<file path="config.mk">
export PLATFORM = sky130hd
export DESIGN_NAME = hazard_scoreboard_flat
export DESIGN_NICKNAME = d
export VERILOG_FILES = /design/src/rtl/hazard_scoreboard_pkg.sv /design/src/rtl/hazard_scoreboard_if.sv /design/src/rtl/hazard_sb_entry.sv /design/src/rtl/hazard_scoreboard.sv /design/src/flat_wrapper.sv
export SDC_FILE = /design/constraint.sdc
export NUM_CORES = 1
export LEC_CHECK = 0
export ABC_AREA = 1
export CAP_MARGIN = 25
export CORE_ASPECT_RATIO = 1.25
export CORE_UTILIZATION = 52
export DETAILED_ROUTE_END_ITERATION = 8
export GPL_ROUTABILITY_DRIVEN = 0
export PLACE_DENSITY = 0.8
export SYNTH_ARGS = -nofsm -noshare
export SYNTH_HDL_FRONTEND = slang
export SYNTH_SLANG_ARGS = --single-unit
</file>
<file path="constraint.sdc">
create_clock -name clk -period 1.8 [get_ports clk]
set_input_delay 0.27 -clock clk [delete_from_list [all_inputs] [get_ports clk]]
set_output_delay 0.27 -clock clk [all_outputs]
set_load 0.1 [all_outputs]
</file>
<file path="src/rtl/hazard_scoreboard_pkg.sv">
// Shared encodings and sizes for the hazard/forwarding controller.
package hazard_scoreboard_pkg;

   // EX-stage operand source selects.
   typedef enum logic [1:0] {
      FWD_RF   = 2'd0,
      FWD_MEM  = 2'd1,
      FWD_WB   = 2'd2,
      FWD_RSVD = 2'd3
   } fwdSel_e;

   localparam int FWD_W      = 2;
   // In-flight entries: E0 (EX), E1 (MEM), E2 (WB).
   localparam int SB_ENTRIES = 3;
   // Per-entry flag bits: valid, reg_write, is_load.
   localparam int SB_FLAG_W  = 3;
   // Squash counter must hold FLUSH_SLOTS up to 7.
   localparam int SQ_CNT_W   = 3;

   // Stages whose load data is not yet available for forwarding.
   // Only a load sitting in EX forces a stall; from MEM on it forwards.
   localparam logic [SB_ENTRIES-1:0] LOAD_USE_STAGES = 3'b001;

endpackage

</file>
<file path="src/rtl/hazard_scoreboard_if.sv">
// ID-stage request and hazard-control response bundle.
interface hazard_scoreboard_if #(
   parameter int REG_AW = 3,
   parameter int NUM_RD = 2,
   parameter int CNT_W  = 16
);
   logic                     id_valid;
   logic [REG_AW-1:0]        id_dest;
   logic                     id_reg_write;
   logic                     id_is_load;
   logic [NUM_RD*REG_AW-1:0] id_src_addr;
   logic [NUM_RD-1:0]        id_src_used;
   logic                     flush_id;
   logic                     stall;
   logic                     idex_bubble;
   logic [NUM_RD*2-1:0]      ex_fwd_sel;
   logic [CNT_W-1:0]         stall_cnt;
   logic [CNT_W-1:0]         flush_cnt;

   // Pipeline side: presents the ID instruction, consumes hazard controls.
   modport master (
      output id_valid, id_dest, id_reg_write, id_is_load, id_src_addr, id_src_used, flush_id,
      input  stall, idex_bubble, ex_fwd_sel, stall_cnt, flush_cnt
   );

   // Controller side.
   modport slave (
      input  id_valid, id_dest, id_reg_write, id_is_load, id_src_addr, id_src_used, flush_id,
      output stall, idex_bubble, ex_fwd_sel, stall_cnt, flush_cnt
   );
endinterface

</file>
<file path="src/rtl/hazard_sb_entry.sv">
// One scoreboard slot: remembers a single in-flight destination and its flags.
module hazard_sb_entry #(
   parameter int REG_AW = 3
)(
   input  logic              clk,
   input  logic              rst,
   input  logic              validIn,
   input  logic [REG_AW-1:0] destIn,
   input  logic              regWriteIn,
   input  logic              isLoadIn,
   output logic              validQ,
   output logic [REG_AW-1:0] destQ,
   output logic              regWriteQ,
   output logic              isLoadQ
);

   // Capture the upstream slot every cycle; reset drops the tracking at once.
   always_ff @(posedge clk or negedge rst) begin
      if (!rst) begin
         validQ    <= 1'b0;
         destQ     <= '0;
         regWriteQ <= 1'b0;
         isLoadQ   <= 1'b0;
      end else begin
         validQ    <= validIn;
         destQ     <= destIn;
         regWriteQ <= regWriteIn;
         isLoadQ   <= isLoadIn;
      end
   end

endmodule

</file>
<file path="src/rtl/hazard_scoreboard.sv">
// Hazard and forwarding controller for the five-stage in-order pipeline.
// Tracks EX/MEM/WB destinations, stalls on load-use, squashes wrong-path
// slots after a control transfer and registers per-source forwarding selects.
module hazard_scoreboard
   import hazard_scoreboard_pkg::*;
#(
   parameter int REG_AW      = 3,
   parameter int NUM_RD      = 2,
   parameter int FLUSH_SLOTS = 1,
   parameter int ZERO_REG    = 1,
   parameter int CNT_W       = 16
)(
   input logic                clk,
   input logic                rst,
   hazard_scoreboard_if.slave hz
);

   logic [SB_ENTRIES-1:0]   entValid, entRegWrite, entIsLoad;
   logic [REG_AW-1:0]       entDest [SB_ENTRIES];
   logic [SB_ENTRIES-1:0]   inValid, inRegWrite, inIsLoad;
   logic [REG_AW-1:0]       inDest [SB_ENTRIES];
   logic [NUM_RD-1:0]       portLoadUse;
   logic [NUM_RD*FWD_W-1:0] fwdSelNext, fwdSelReg;
   logic [SQ_CNT_W-1:0]     sqCntReg;
   logic [CNT_W-1:0]        stallCntReg, flushCntReg;
   logic                    squash, stall, idexBubble;

   // Scoreboard shift chain: ID feeds E0 (as a bubble when held or squashed),
   // each later entry copies its predecessor. It never freezes.
   for (genvar gi = 0; gi < SB_ENTRIES; gi++) begin : gStage
      if (gi == 0) begin : gHead
         assign inValid[gi]    = hz.id_valid & ~idexBubble;
         assign inDest[gi]     = hz.id_dest;
         assign inRegWrite[gi] = hz.id_reg_write;
         assign inIsLoad[gi]   = hz.id_is_load;
      end else begin : gChain
         assign inValid[gi]    = entValid[gi-1];
         assign inDest[gi]     = entDest[gi-1];
         assign inRegWrite[gi] = entRegWrite[gi-1];
         assign inIsLoad[gi]   = entIsLoad[gi-1];
      end

      hazard_sb_entry #(.REG_AW(REG_AW)) uEntry (
         .clk        (clk),
         .rst        (rst),
         .validIn    (inValid[gi]),
         .destIn     (inDest[gi]),
         .regWriteIn (inRegWrite[gi]),
         .isLoadIn   (inIsLoad[gi]),
         .validQ     (entValid[gi]),
         .destQ      (entDest[gi]),
         .regWriteQ  (entRegWrite[gi]),
         .isLoadQ    (entIsLoad[gi])
      );
   end

   // Per-source dependency check and forwarding priority.
   for (genvar gi = 0; gi < NUM_RD; gi++) begin : gPort
      logic [REG_AW-1:0]     srcAddr;
      logic                  srcLive;
      logic [SB_ENTRIES-1:0] hitVec;
      fwdSel_e               portSel;

      assign srcAddr = hz.id_src_addr[gi*REG_AW +: REG_AW];
      // A hardwired-zero source never depends on anything in flight.
      assign srcLive = hz.id_valid & hz.id_src_used[gi]
                     & ~((ZERO_REG != 0) && (srcAddr == '0));

      // Compare this source against every in-flight destination.
      always_comb begin
         hitVec = '0;
         for (int s = 0; s < SB_ENTRIES; s++) begin
            hitVec[s] = srcLive & entValid[s] & entRegWrite[s] & (entDest[s] == srcAddr);
         end
      end

      assign portLoadUse[gi] = |(hitVec & entIsLoad & LOAD_USE_STAGES);

      // Nearest producer wins; an E2-only hit reads the RF, which is write-before-read.
      always_comb begin
         portSel = FWD_RF;
         casez (hitVec)
            3'b??1:  portSel = FWD_MEM;
            3'b?10:  portSel = FWD_WB;
            default: portSel = FWD_RF;
         endcase
      end

      assign fwdSelNext[gi*FWD_W +: FWD_W] = portSel;
   end

   // Squash overrides the load-use stall: the held instruction is wrong-path anyway.
   assign squash     = hz.flush_id | (sqCntReg != '0);
   assign stall      = (|portLoadUse) & ~squash;
   assign idexBubble = stall | squash;

   assign hz.stall       = stall;
   assign hz.idex_bubble = idexBubble;
   assign hz.ex_fwd_sel  = fwdSelReg;
   assign hz.stall_cnt   = stallCntReg;
   assign hz.flush_cnt   = flushCntReg;

   // Squash window: (re)load on flush_id, then count down to zero.
   always_ff @(posedge clk or negedge rst) begin
      if (!rst) begin
         sqCntReg <= '0;
      end else if (hz.flush_id) begin
         sqCntReg <= SQ_CNT_W'(FLUSH_SLOTS);
      end else if (sqCntReg != '0) begin
         sqCntReg <= sqCntReg - SQ_CNT_W'(1);
      end
   end

   // Forwarding selects travel with the instruction into EX; bubbles read the RF.
   always_ff @(posedge clk or negedge rst) begin
      if (!rst) begin
         fwdSelReg <= '0;
      end else if (idexBubble) begin
         fwdSelReg <= '0;
      end else begin
         fwdSelReg <= fwdSelNext;
      end
   end

   // Saturating stall and squash counters.
   always_ff @(posedge clk or negedge rst) begin
      if (!rst) begin
         stallCntReg <= '0;
         flushCntReg <= '0;
      end else begin
         if (stall && (stallCntReg != '1)) begin
            stallCntReg <= stallCntReg + CNT_W'(1);
         end
         if (squash && (flushCntReg != '1)) begin
            flushCntReg <= flushCntReg + CNT_W'(1);
         end
      end
   end

endmodule
</file>
<file path="src/flat_wrapper.sv">
// flat-port wrapper written by rule: the top's interface ports become plain ports
module hazard_scoreboard_flat import hazard_scoreboard_pkg::*;
#(
   parameter int REG_AW      = 3,
   parameter int NUM_RD      = 2,
   parameter int FLUSH_SLOTS = 1,
   parameter int ZERO_REG    = 1,
   parameter int CNT_W       = 16
)
  (clk, rst, hz_id_valid, hz_id_dest, hz_id_reg_write, hz_id_is_load, hz_id_src_addr, hz_id_src_used, hz_flush_id, hz_stall, hz_idex_bubble, hz_ex_fwd_sel, hz_stall_cnt, hz_flush_cnt);
  hazard_scoreboard_if #(.REG_AW(REG_AW), .NUM_RD(NUM_RD), .CNT_W(CNT_W)) hz_i ();
  input logic clk;
  input logic rst;
  input wire logic [$bits(hz_i.id_valid)-1:0] hz_id_valid;
  input wire logic [$bits(hz_i.id_dest)-1:0] hz_id_dest;
  input wire logic [$bits(hz_i.id_reg_write)-1:0] hz_id_reg_write;
  input wire logic [$bits(hz_i.id_is_load)-1:0] hz_id_is_load;
  input wire logic [$bits(hz_i.id_src_addr)-1:0] hz_id_src_addr;
  input wire logic [$bits(hz_i.id_src_used)-1:0] hz_id_src_used;
  input wire logic [$bits(hz_i.flush_id)-1:0] hz_flush_id;
  output wire logic [$bits(hz_i.stall)-1:0] hz_stall;
  output wire logic [$bits(hz_i.idex_bubble)-1:0] hz_idex_bubble;
  output wire logic [$bits(hz_i.ex_fwd_sel)-1:0] hz_ex_fwd_sel;
  output wire logic [$bits(hz_i.stall_cnt)-1:0] hz_stall_cnt;
  output wire logic [$bits(hz_i.flush_cnt)-1:0] hz_flush_cnt;
  assign hz_i.id_valid = hz_id_valid;
  assign hz_i.id_dest = hz_id_dest;
  assign hz_i.id_reg_write = hz_id_reg_write;
  assign hz_i.id_is_load = hz_id_is_load;
  assign hz_i.id_src_addr = hz_id_src_addr;
  assign hz_i.id_src_used = hz_id_src_used;
  assign hz_i.flush_id = hz_flush_id;
  assign hz_stall = hz_i.stall;
  assign hz_idex_bubble = hz_i.idex_bubble;
  assign hz_ex_fwd_sel = hz_i.ex_fwd_sel;
  assign hz_stall_cnt = hz_i.stall_cnt;
  assign hz_flush_cnt = hz_i.flush_cnt;
  hazard_scoreboard #(.REG_AW(REG_AW), .NUM_RD(NUM_RD), .FLUSH_SLOTS(FLUSH_SLOTS), .ZERO_REG(ZERO_REG), .CNT_W(CNT_W)) u_core (.clk(clk), .rst(rst), .hz(hz_i));
endmodule
</file>
==> results.md, run 1 <==
- CTS sink cnt: 50
- Synth Warn #: 0
- DRC: 0
- Endpoints failing setup: 2
- # rows: 29
- Layout Area Growth over Synthesis: 44.9%
- Placed cells: 489
- Ant diodes: 0
- Minimum clock period: 1.89 ns
- CP required: 1.53 ns
- Worst skew pair latency: 0.31 ns
- Simple-gate portion of the synthesized area: 0.371
- Crit-path leading delay family: flip-flops
- Slew Limit Fails: 0
- Top post-synthesis cells by count: nand2_1, dfrtp_1, nor2_1
- Reg2reg start: u_core.sqCntReg[0]$_DFFE_PN0P_
- Final wirelength: 6950 um
- Compound-cell area share of the yosys netlist: 0.0368
- Vias: 2718
- Port bufs: 54
- Antenna violations before repair: 0
- Failing checks: setup timing
- Mapped Cells: 360
- Top cells by area, synth: dfrtp_1, nand2_1, nand4_1
- Adder-cell share of the synthesized area: 0.0175
- H-Tree Depth: 2
- Max cap viols: 0
- Critical-path cell list: inv_1 > ha_2 > ha_4 > inv_2 > nor2_4 > inv_2 > nor2_4 > buf_12
- Syn nets: 381
- Peak VDD IR: 1.37 mV
- Clock share of power: 0.142
- GRT Overall Usage: 0.267
- Pint: 0.00243 W
- PwrDens: 1100 nW/um^2
- RSZ-0062 raised after global routing: yes
- Crit Path Class: reg2out
- Buf/Inv on CP: 4
- GR Overflow Total: 0
- Vias per cell: 5.39
- Distinct cells, synth: 28
- Worst Hold Class: reg2reg
- IO Pins: 55
- Final worst slack: -0.0879 ns
- CTS Buf Count: 5
- Dpl hpwl: 5240 um
- Part of the power in combinational logic: 0.515
- Routed Antenna Nets: 0
- Clock skew: 0.00518 ns
- First drt pass iteration count: 5
- Worst-margin pin slew: 0.623 ns
- Post-synth ARST share: 1.00
- Post-synth top flop: dfrtp_1
- Final std cells w/o fill: 504
- Max frequency: 0.530 GHz
- Die ar.: 5790 sq um
- Post-synth EDFFs: 0
- Switching pwr: 0.00212 W
- Fin crit share: 1.05
- Combinational family with the most area after synthesis: simple AND/OR/NAND/NOR gates
- Starting Density: 0.550
- Pleak: 1.87 nW
- Largest area contributor in the netlist: dfrtp_1
- Crit path to: hz_stall
- CP Depth: 8
- Mux contribution to synthesized area: 0
- Crit-path slowest cell: dfrtp_1
- CTS clk-pin slew, worst paths: 0.09 ns
- Crit. Startpoint: u_core.sqCntReg[0]$_DFFE_PN0P_
- CTS root buf: clkbuf_8
- Filler cells: 334
- CTS tree: built
- CP max FO: 3
- Post-Synth XOR/XNOR Area: 0.0675
- Nets: 462
- Final Hold Viols: 0
- Ratio of cells with drive above 1 in the final layout: 0.342
- Sequential share of the synthesized area: 0.438
- Worst-case reg-to-reg path depth: 11
- Nature of the critical path startpoint: flip-flop
- WL/cell: 13.8 um
- Most frequent cell after synthesis: nand2_1
- Cell area after synthesis: 2850 sq um
- Vias in the first global route: 2749
- Avg Cell Area, Syn: 7.93 sq um
- Outcome: complete, but fails checks
- Die width: 68.3 um
- Reg2reg setup slack: 0.08 ns
- Largest net degree at the start of global routing: 28
- Flops & latches, synth: 50
- Synth top area share: 0.438
- First-pass GRT wire length: 11800 um
- Clk buf depth: 2
- Crit-path max cell delay: 0.40 ns
- Crit path arrival time: 1.62 ns
- Initial drt markers: 199
- Reg power frac: 0.343
- Relative slew slack: 0.584
- Setup TNS: -0.151 ns
- Core area: 5190 sq um
- Die H: 84.8 um
- RR Endpoint: u_core.hz.stall_cnt[3]$_DFFE_PN0P_
- Critical Path End Type: output port
- Switching Share: 0.466
[metal layers]
layer | part of all wire | GRT usage | vias up | routed length [um]
met4 | 0.025 | 0.106 | 0 | 172
met1 | 0.41 | 0.318 | 1297 | 2870
met2 | 0.53 | 0.463 | 84 | 3680
met5 | 0 | 0 | - | 0
li1 | - | - | 1318 | -
met3 | 0.032 | 0.0430 | 19 | 222
[power groups by stage]
stage,Combinational [W],Clock [W],Sequential [W]
floorplan,0.000548,0,0.00241
global placement,0.00217,0,0.00157
detailed placement,0.00221,0,0.00158
CTS,0.00232,0.000664,0.00156
global route,0.00247,0.000705,0.00158
finish,0.00234,0.000648,0.00156
[flip-flops by register name, indices dropped and copies added (netlist names)]
signal and cells:
u_core.hz.stall_cnt 16, u_core.hz.ex_fwd_sel 4, u_core.gStage.uEntry.validQ 2, u_core.hz.flush_cnt 16, u_core.sqCntReg 3, u_core.gStage.uEntry.regWriteQ 2, u_core.gStage.uEntry.isLoadQ 1, u_core.gStage.uEntry.destQ 6
[placed cells by master (no fill, tap or decap), types with 2 or more instances in the layout]
cell and instances:
inv_1 32, buf_6 2, a21oi_2 2, xnor2_1 6, o31ai_1 2, nor3_1 9
o21ai_0 6, ha_4 2, nor2_4 4, nand2_1 97, nand3_1 13, xor2_1 16
nand3b_1 2, o21ai_1 4, dfrtp_4 4, nand4_4 2, nor2_1 37, inv_2 7
buf_12 33, clkbuf_8 5, buf_4 29, nor2_2 5, nand2_2 21, dlygate4sd2_1 7
dfrtp_1 18, nand4_1 27, dfrtp_2 28, a21oi_1 3, clkdlybuf4s50_1 8
[how the worst min path moves through the flow]
stage / startpoint / end / slack (ns) / cells after the start
final: u_core.gStage[0].uEntry.validQ$_DFF_PN0_ / u_core.gStage[1].uEntry.validQ$_DFF_PN0_ / 0.39 / 0
after global routing: hz_id_is_load / u_core.gStage[0].uEntry.isLoadQ$_DFF_PN0_ / 0.39 / 1
after CTS: hz_id_valid / u_core.gStage[0].uEntry.validQ$_DFF_PN0_ / 0.38 / 3
after detailed placement: rst / u_core.gStage[1].uEntry.destQ[0]$_DFF_PN0_ / 0.31 / 1
after global placement: rst / u_core.gStage[1].uEntry.destQ[0]$_DFF_PN0_ / 0.32 / 1
after floorplan: rst / u_core.gStage[0].uEntry.destQ[0]$_DFF_PN0_ / -0.03 / 0
[metrics by stage]
step / util / hold WS (ns) / worst slack (ns) / instance area (sq um) / power [W]
2_1_floorplan: - / -0.0256 / -0.132 / 2930 / 0.00295
3_3_place_gp: 0.763 / 0.318 / -0.121 / 3960 / 0.00374
3_5_place_dp: 0.763 / 0.312 / -0.138 / 3960 / 0.00379
4_1_cts: 0.791 / 0.382 / -0.0891 / 4110 / 0.00454
5_1_grt: 0.797 / 0.388 / -0.212 / 4140 / 0.00476
6_report: 0.797 / 0.394 / -0.0879 / 4140 / 0.00455
[cell families after synthesis]
group / after synthesis
adder cells (fa/ha/maj): 4
AO/OA/AOI/OAI: 18
XOR/XNOR: 22
AND/OR/NAND/NOR: 220
buffers and inverters: 46
flip-flops: 50
[area by class of cell]
cell class	count	area, sq um	share of cell area
clock inverters	2	13.8	0.00333
inverters	39	146	0.0354
repair buffers	81	1060	0.256
clock buffers	6	72.6	0.0175
flip-flops and latches	50	1300	0.315
well taps	62	77.6	0.0188
multi-input cells	264	1470	0.355
[repair_timing]
action / in CTS / in global routing
pin swaps: 6 / 5
hold buffers: 1 / 0
gates resized for setup: 17 / 5
endpoints found under the setup margin: 2 / 24
hold endpoints to repair: 25 / 0
setup buffers: 4 / 2
(Power assumes the default switching activity.)
==> run 2: changes to the inputs <==
--- a/config.mk
+++ b/config.mk
@@ -6,7 +6,6 @@
 export NUM_CORES = 1
 export LEC_CHECK = 0
 export ABC_AREA = 1
-export CAP_MARGIN = 25
 export CORE_ASPECT_RATIO = 1.25
 export CORE_UTILIZATION = 52
 export DETAILED_ROUTE_END_ITERATION = 8
==> constraint.sdc (replaced) <==
create_clock -name clk -period 2.15 [get_ports clk]
set_input_delay 0.3225 -clock clk [delete_from_list [all_inputs] [get_ports clk]]
set_output_delay 0.3225 -clock clk [all_outputs]
set_load 0.1 [all_outputs]
==> results.md, run 2 (synthesis results as in run 1) <==
- CP max FO: 3
- Reg2reg setup slack: 0.27 ns
- Worst-case reg-to-reg path depth: 7
- RR Endpoint: u_core.hz.stall_cnt[3]$_DFFE_PN0P_
- Crit-path leading delay family: buffers and inverters
- Dpl hpwl: 4570 um
- Port bufs: 54
- Commonest non-fill, non-tap cells in the layout: nand2_1, dfrtp_1, buf_4
- Post-place setup slack: 0.0772 ns
- CTS tree: built
- Minimum clock period: 2.04 ns
- GR Overflow Total: 0
- DRC: 0
- Worst Hold Class: in2async
- Slew Limit Fails: 0
- Clk buf depth: 2
- Die H: 84.8 um
- Vias per cell: 5.24
- Routed Antenna Nets: 0
- Final worst slack: 0.111 ns
- Buf/Inv on CP: 3
- Total power: 0.00356 W
- Nature of the critical path startpoint: input pin
- Critical-path cell list: clkdlybuf4s50_1 > nand2_1 > a21oi_2 > nand4_1 > nand2_2 > inv_1 > nor2_2 > buf_12
- Final Hold Viols: 0
- CTS sink cnt: 50
- Relative slew slack: 0.626
- RSZ-0062 raised after global routing: no
- Fin crit share: 0.949
- Endpoints failing setup: 0
- Vias: 2542
- WL/cell: 12.9 um
- Crit path to: hz_stall
- First drt pass iteration count: 4
- Layout Area Growth over Synthesis: 25.6%
- CP Depth: 8
- Initial drt markers: 147
- Peak VDD IR: 1.52 mV
- Final wirelength: 6250 um
- H-Tree Depth: 2
- GRT Overall Usage: 0.231
- Antenna violations before repair: 0
- # rows: 29
- Die width: 68.3 um
- Core area: 5190 sq um
- CTS Buf Count: 5
- Die ar.: 5790 sq um
- Crit-path slowest cell: clkdlybuf4s50_1
- Max frequency: 0.490 GHz
- Ratio of cells with drive above 1 in the final layout: 0.234
- CTS clk-pin slew, worst paths: 0.09 ns
- Max cap viols: 0
- Worst-margin pin slew: 0.561 ns
- Vias in the first global route: 2318
- Starting Density: 0.550
- Pleak: 1.77 nW
- Nets: 443
- Crit. Startpoint: hz_id_valid
- IO Pins: 55
- CP required: 1.83 ns
- Crit Path Class: in2out
- Crit path arrival time: 1.72 ns
- Most common cell after layout, fill and taps aside: nand2_1
- First-pass GRT wire length: 10200 um
- Reg2reg start: u_core.hz.stall_cnt[0]$_DFFE_PN0P_
- Crit-path max cell delay: 0.52 ns
- Outcome: complete, no violations
- PwrDens: 992 nW/um^2
- Largest net degree at the start of global routing: 30
- CTS root buf: clkbuf_8
- Critical Path End Type: output port
- Ant diodes: 0
- Clock skew: 0.00969 ns
- Filler cells: 421
- Worst skew pair latency: 0.30 ns
## run 2: worst min-delay path by stage
stage          depth (start not counted)  startpoint                                    endpoint
2_1_floorplan                          0         rst  u_core.gStage[0].uEntry.destQ[0]$_DFF_PN0_
3_3_place_gp                           1         rst          u_core.hz.flush_cnt[2]$_DFFE_PN0P_
3_5_place_dp                           1         rst          u_core.hz.flush_cnt[2]$_DFFE_PN0P_
4_1_cts                                1         rst          u_core.hz.flush_cnt[2]$_DFFE_PN0P_
5_1_grt                                1         rst          u_core.hz.flush_cnt[2]$_DFFE_PN0P_
6_report                               1         rst          u_core.hz.flush_cnt[2]$_DFFE_PN0P_
## run 2: where the power goes
| group | switching (W) | internal [W] |
|---|---|---|
| sequential | 0.000160 | 0.00109 |
| combinational | 0.00122 | 0.000414 |
| clock | 0.000324 | 0.000346 |
| total | 0.00171 | 0.00185 |
## run 2: metal layers
metal | GRT usage | wire, um | part of all wire
met1 | 0.292 | 2770 | 0.44
met2 | 0.396 | 3180 | 0.51
met3 | 0.0376 | 236 | 0.038
met4 | 0.0625 | 60 | 0.0096
met5 | 0 | 0 | 0
## run 2: metrics by stage
stage          hold slack, ns   util  cell area, sq um  setup TNS [ns]  cells
6_report           0.00000200  0.691              3580               0    485
3_3_place_gp            0.333  0.658              3410               0    475
3_5_place_dp            0.338  0.658              3410               0    475
4_1_cts               0.00333  0.681              3530               0    483
5_1_grt                0.0222  0.691              3580               0    485
2_1_floorplan          0.0269      -              2860         -0.0939    360
## run 2: timing repair
item / 4_1_cts / 5_1_grt
hold buffers: 0 / 0
buffers inserted: 0 / 2
gates resized for setup: 2 / 11
pin swaps: 0 / 3
gates cloned: 0 / 0
endpoints found under the setup margin: 1 / 2
## run 2: area by class of cell
cell class                 instances  area, sq um  area share
clock buffer                       5         68.8      0.0192
inverter                          39          146      0.0408
sequential                        50         1260       0.350
clock inverter                     3         45.0      0.0126
tap                               62         77.6      0.0216
multi-input combinational        264         1430       0.400
timing repair buffer              62          557       0.155
## run 2: worst register-to-register path: cells and delay by family (launching register included)
kind,cells,cell delay [ns]
fa+ha+maj,1,0.29
flops,1,0.43
simple gates,6,1.12
==> run 3: changes to the inputs <==
--- a/config.mk
+++ b/config.mk
@@ -7,6 +7,7 @@
 export LEC_CHECK = 0
 export ABC_AREA = 1
 export CORE_ASPECT_RATIO = 1.25
+export CORE_MARGIN = 10
 export CORE_UTILIZATION = 52
 export DETAILED_ROUTE_END_ITERATION = 8
 export GPL_ROUTABILITY_DRIVEN = 0
==> results.md, run 3 (synthesis results as in run 1) <==
- Final wirelength: 6900 um
- Part of the power in combinational logic: 0.464
- Post-place setup slack: 0.0427 ns
- Reg power frac: 0.349
- DRC: 0
- Max frequency: 0.481 GHz
- Endpoints failing setup: 0
- Ratio of cells with drive above 1 in the final layout: 0.236
- Antenna violations before repair: 0
- Switching Share: 0.479
- Total power: 0.00359 W
- Hold EP: u_core.gStage[1].uEntry.validQ$_DFF_PN0_
- Worst skew pair latency: 0.30 ns
- Slew Limit Fails: 0
- Die H: 103 um
- Post-DP Area: 3430 sq um
- Setup TNS: 0 ns
- Crit Path Class: in2out
- Clk buf depth: 2
- Vias: 2579
- Nets: 444
- Die ar.: 8870 sq um
- Hold path cells: 0
- CTS clk-pin slew, worst paths: 0.09 ns
- Vias per cell: 5.28
- Clock share of power: 0.187
- Clock skew: 0.00860 ns
- CTS Buf Count: 5
- Pint: 0.00187 W
- First-pass GRT wire length: 11600 um
- Final Hold Viols: 0
- Relative slew slack: 0.669
- Ant diodes: 0
- Nature of the critical path startpoint: input pin
- Commonest non-fill, non-tap cells in the layout: nand2_1, dfrtp_1, buf_4
- CTS root buf: clkbuf_8
- Critical Path End Type: output port
- WL/cell: 14.1 um
- Placed cells: 477
- Design area: 3620 sq um
- Filler cells: 474
- CP max FO: 3
- Final std cells w/o fill: 488
- RR Endpoint: u_core.hz.stall_cnt[0]$_DFFE_PN0P_
- Largest net degree at the start of global routing: 31
- Max cap viols: 0
- Reg2reg setup slack: 0.29 ns
- Initial drt markers: 162
- Most common cell after layout, fill and taps aside: nand2_1
- # rows: 30
- PwrDens: 992 nW/um^2
- Core area: 5370 sq um
- CP required: 1.83 ns
- GR Overflow Total: 0
- Fin crit share: 0.966
- Vias in the first global route: 2644
- Routed Antenna Nets: 0
- Outcome: complete, no violations
- Crit path arrival time: 1.76 ns
- Minimum clock period: 2.08 ns
- Pleak: 1.76 nW
- H-Tree Depth: 2
- CTS sink cnt: 50
- HP Start: u_core.gStage[0].uEntry.validQ$_DFF_PN0_
- Worst Hold Class: reg2reg
- IO Pins: 55
- GRT Overall Usage: 0.157
- Reg2reg start: u_core.hz.stall_cnt[0]$_DFFE_PN0P_
- Worst-margin pin slew: 0.497 ns
- Dpl hpwl: 5160 um
- CTS tree: built
- Die width: 86.3 um
- Final worst slack: 0.0725 ns
- Port bufs: 54
- Worst-case reg-to-reg path depth: 7
- First drt pass iteration count: 5
- Layout Area Growth over Synthesis: 26.7%
- Peak VDD IR: 1.45 mV
- Switching pwr: 0.00172 W
- Starting Density: 0.532
-- run 3: timing repair --
item                                   4_1_cts  5_1_grt
gates resized for setup                      2        8
pin swaps                                    0        3
buffers inserted                             0        1
hold buffers                                 1        0
endpoints found under the hold margin       20        0
cloned                                       0        1
setup endpoints to repair                    2        2
-- run 3: worst max path at each step --
stage / end / cells past startpoint / start
after floorplan: hz_stall / 7 / u_core.sqCntReg[0]$_DFFE_PN0P_
after global placement: hz_stall / 10 / hz_id_src_addr[2]
after detailed placement: u_core.hz.stall_cnt[9]$_DFFE_PN0P_ / 9 / hz_id_src_addr[1]
after CTS: hz_idex_bubble / 8 / u_core.sqCntReg[0]$_DFFE_PN0P_
after global routing: hz_stall / 8 / u_core.sqCntReg[0]$_DFFE_PN0P_
final: hz_stall / 10 / hz_id_src_addr[0]
-- run 3: layout make-up --
cell class	count	area [sq um]	share of cell area
multi-input cells	264	1440	0.398
flip-flops and latches	50	1260	0.347
repair buffers	63	583	0.161
inverters	39	146	0.0405
well taps	64	80.1	0.0221
clock buffers	5	68.8	0.0190
clock inverters	3	43.8	0.0121
-- run 3: layer usage --
layer  GRT usage  up-vias  routed length, um
met1       0.174     1213               2830
li1            -     1287                  -
met3      0.0411       10                364
met2       0.287       69               3590
met5           0        -                  0
met4      0.0437        0                106
-- run 3: critical path, stage by stage --
cell and delay, ns:
clkdlybuf4s50_1 0.50, inv_1 0.08, nand2_1 0.07, nand2_1 0.07, nor2_2 0.11, nand4_1 0.11, nand2_2 0.10, inv_2 0.06
nor2_4 0.14, buf_12 0.18
-- run 3: stage by stage --
stage                      util  hold WS [ns]
after floorplan               -        0.0269
after global placement    0.638         0.313
after detailed placement  0.638         0.317
after CTS                 0.663         0.383
after global routing      0.674         0.397
final                     0.674         0.382
-- run 3: power by group through the flow --
stage	Clock, W	Sequential, W	Combinational, W
6_report	0.000671	0.00125	0.00167
5_1_grt	0.000718	0.00128	0.00179
4_1_cts	0.000685	0.00125	0.00161
3_5_place_dp	0	0.00127	0.00160
3_3_place_gp	0	0.00126	0.00157
2_1_floorplan	0	0.00198	0.000457
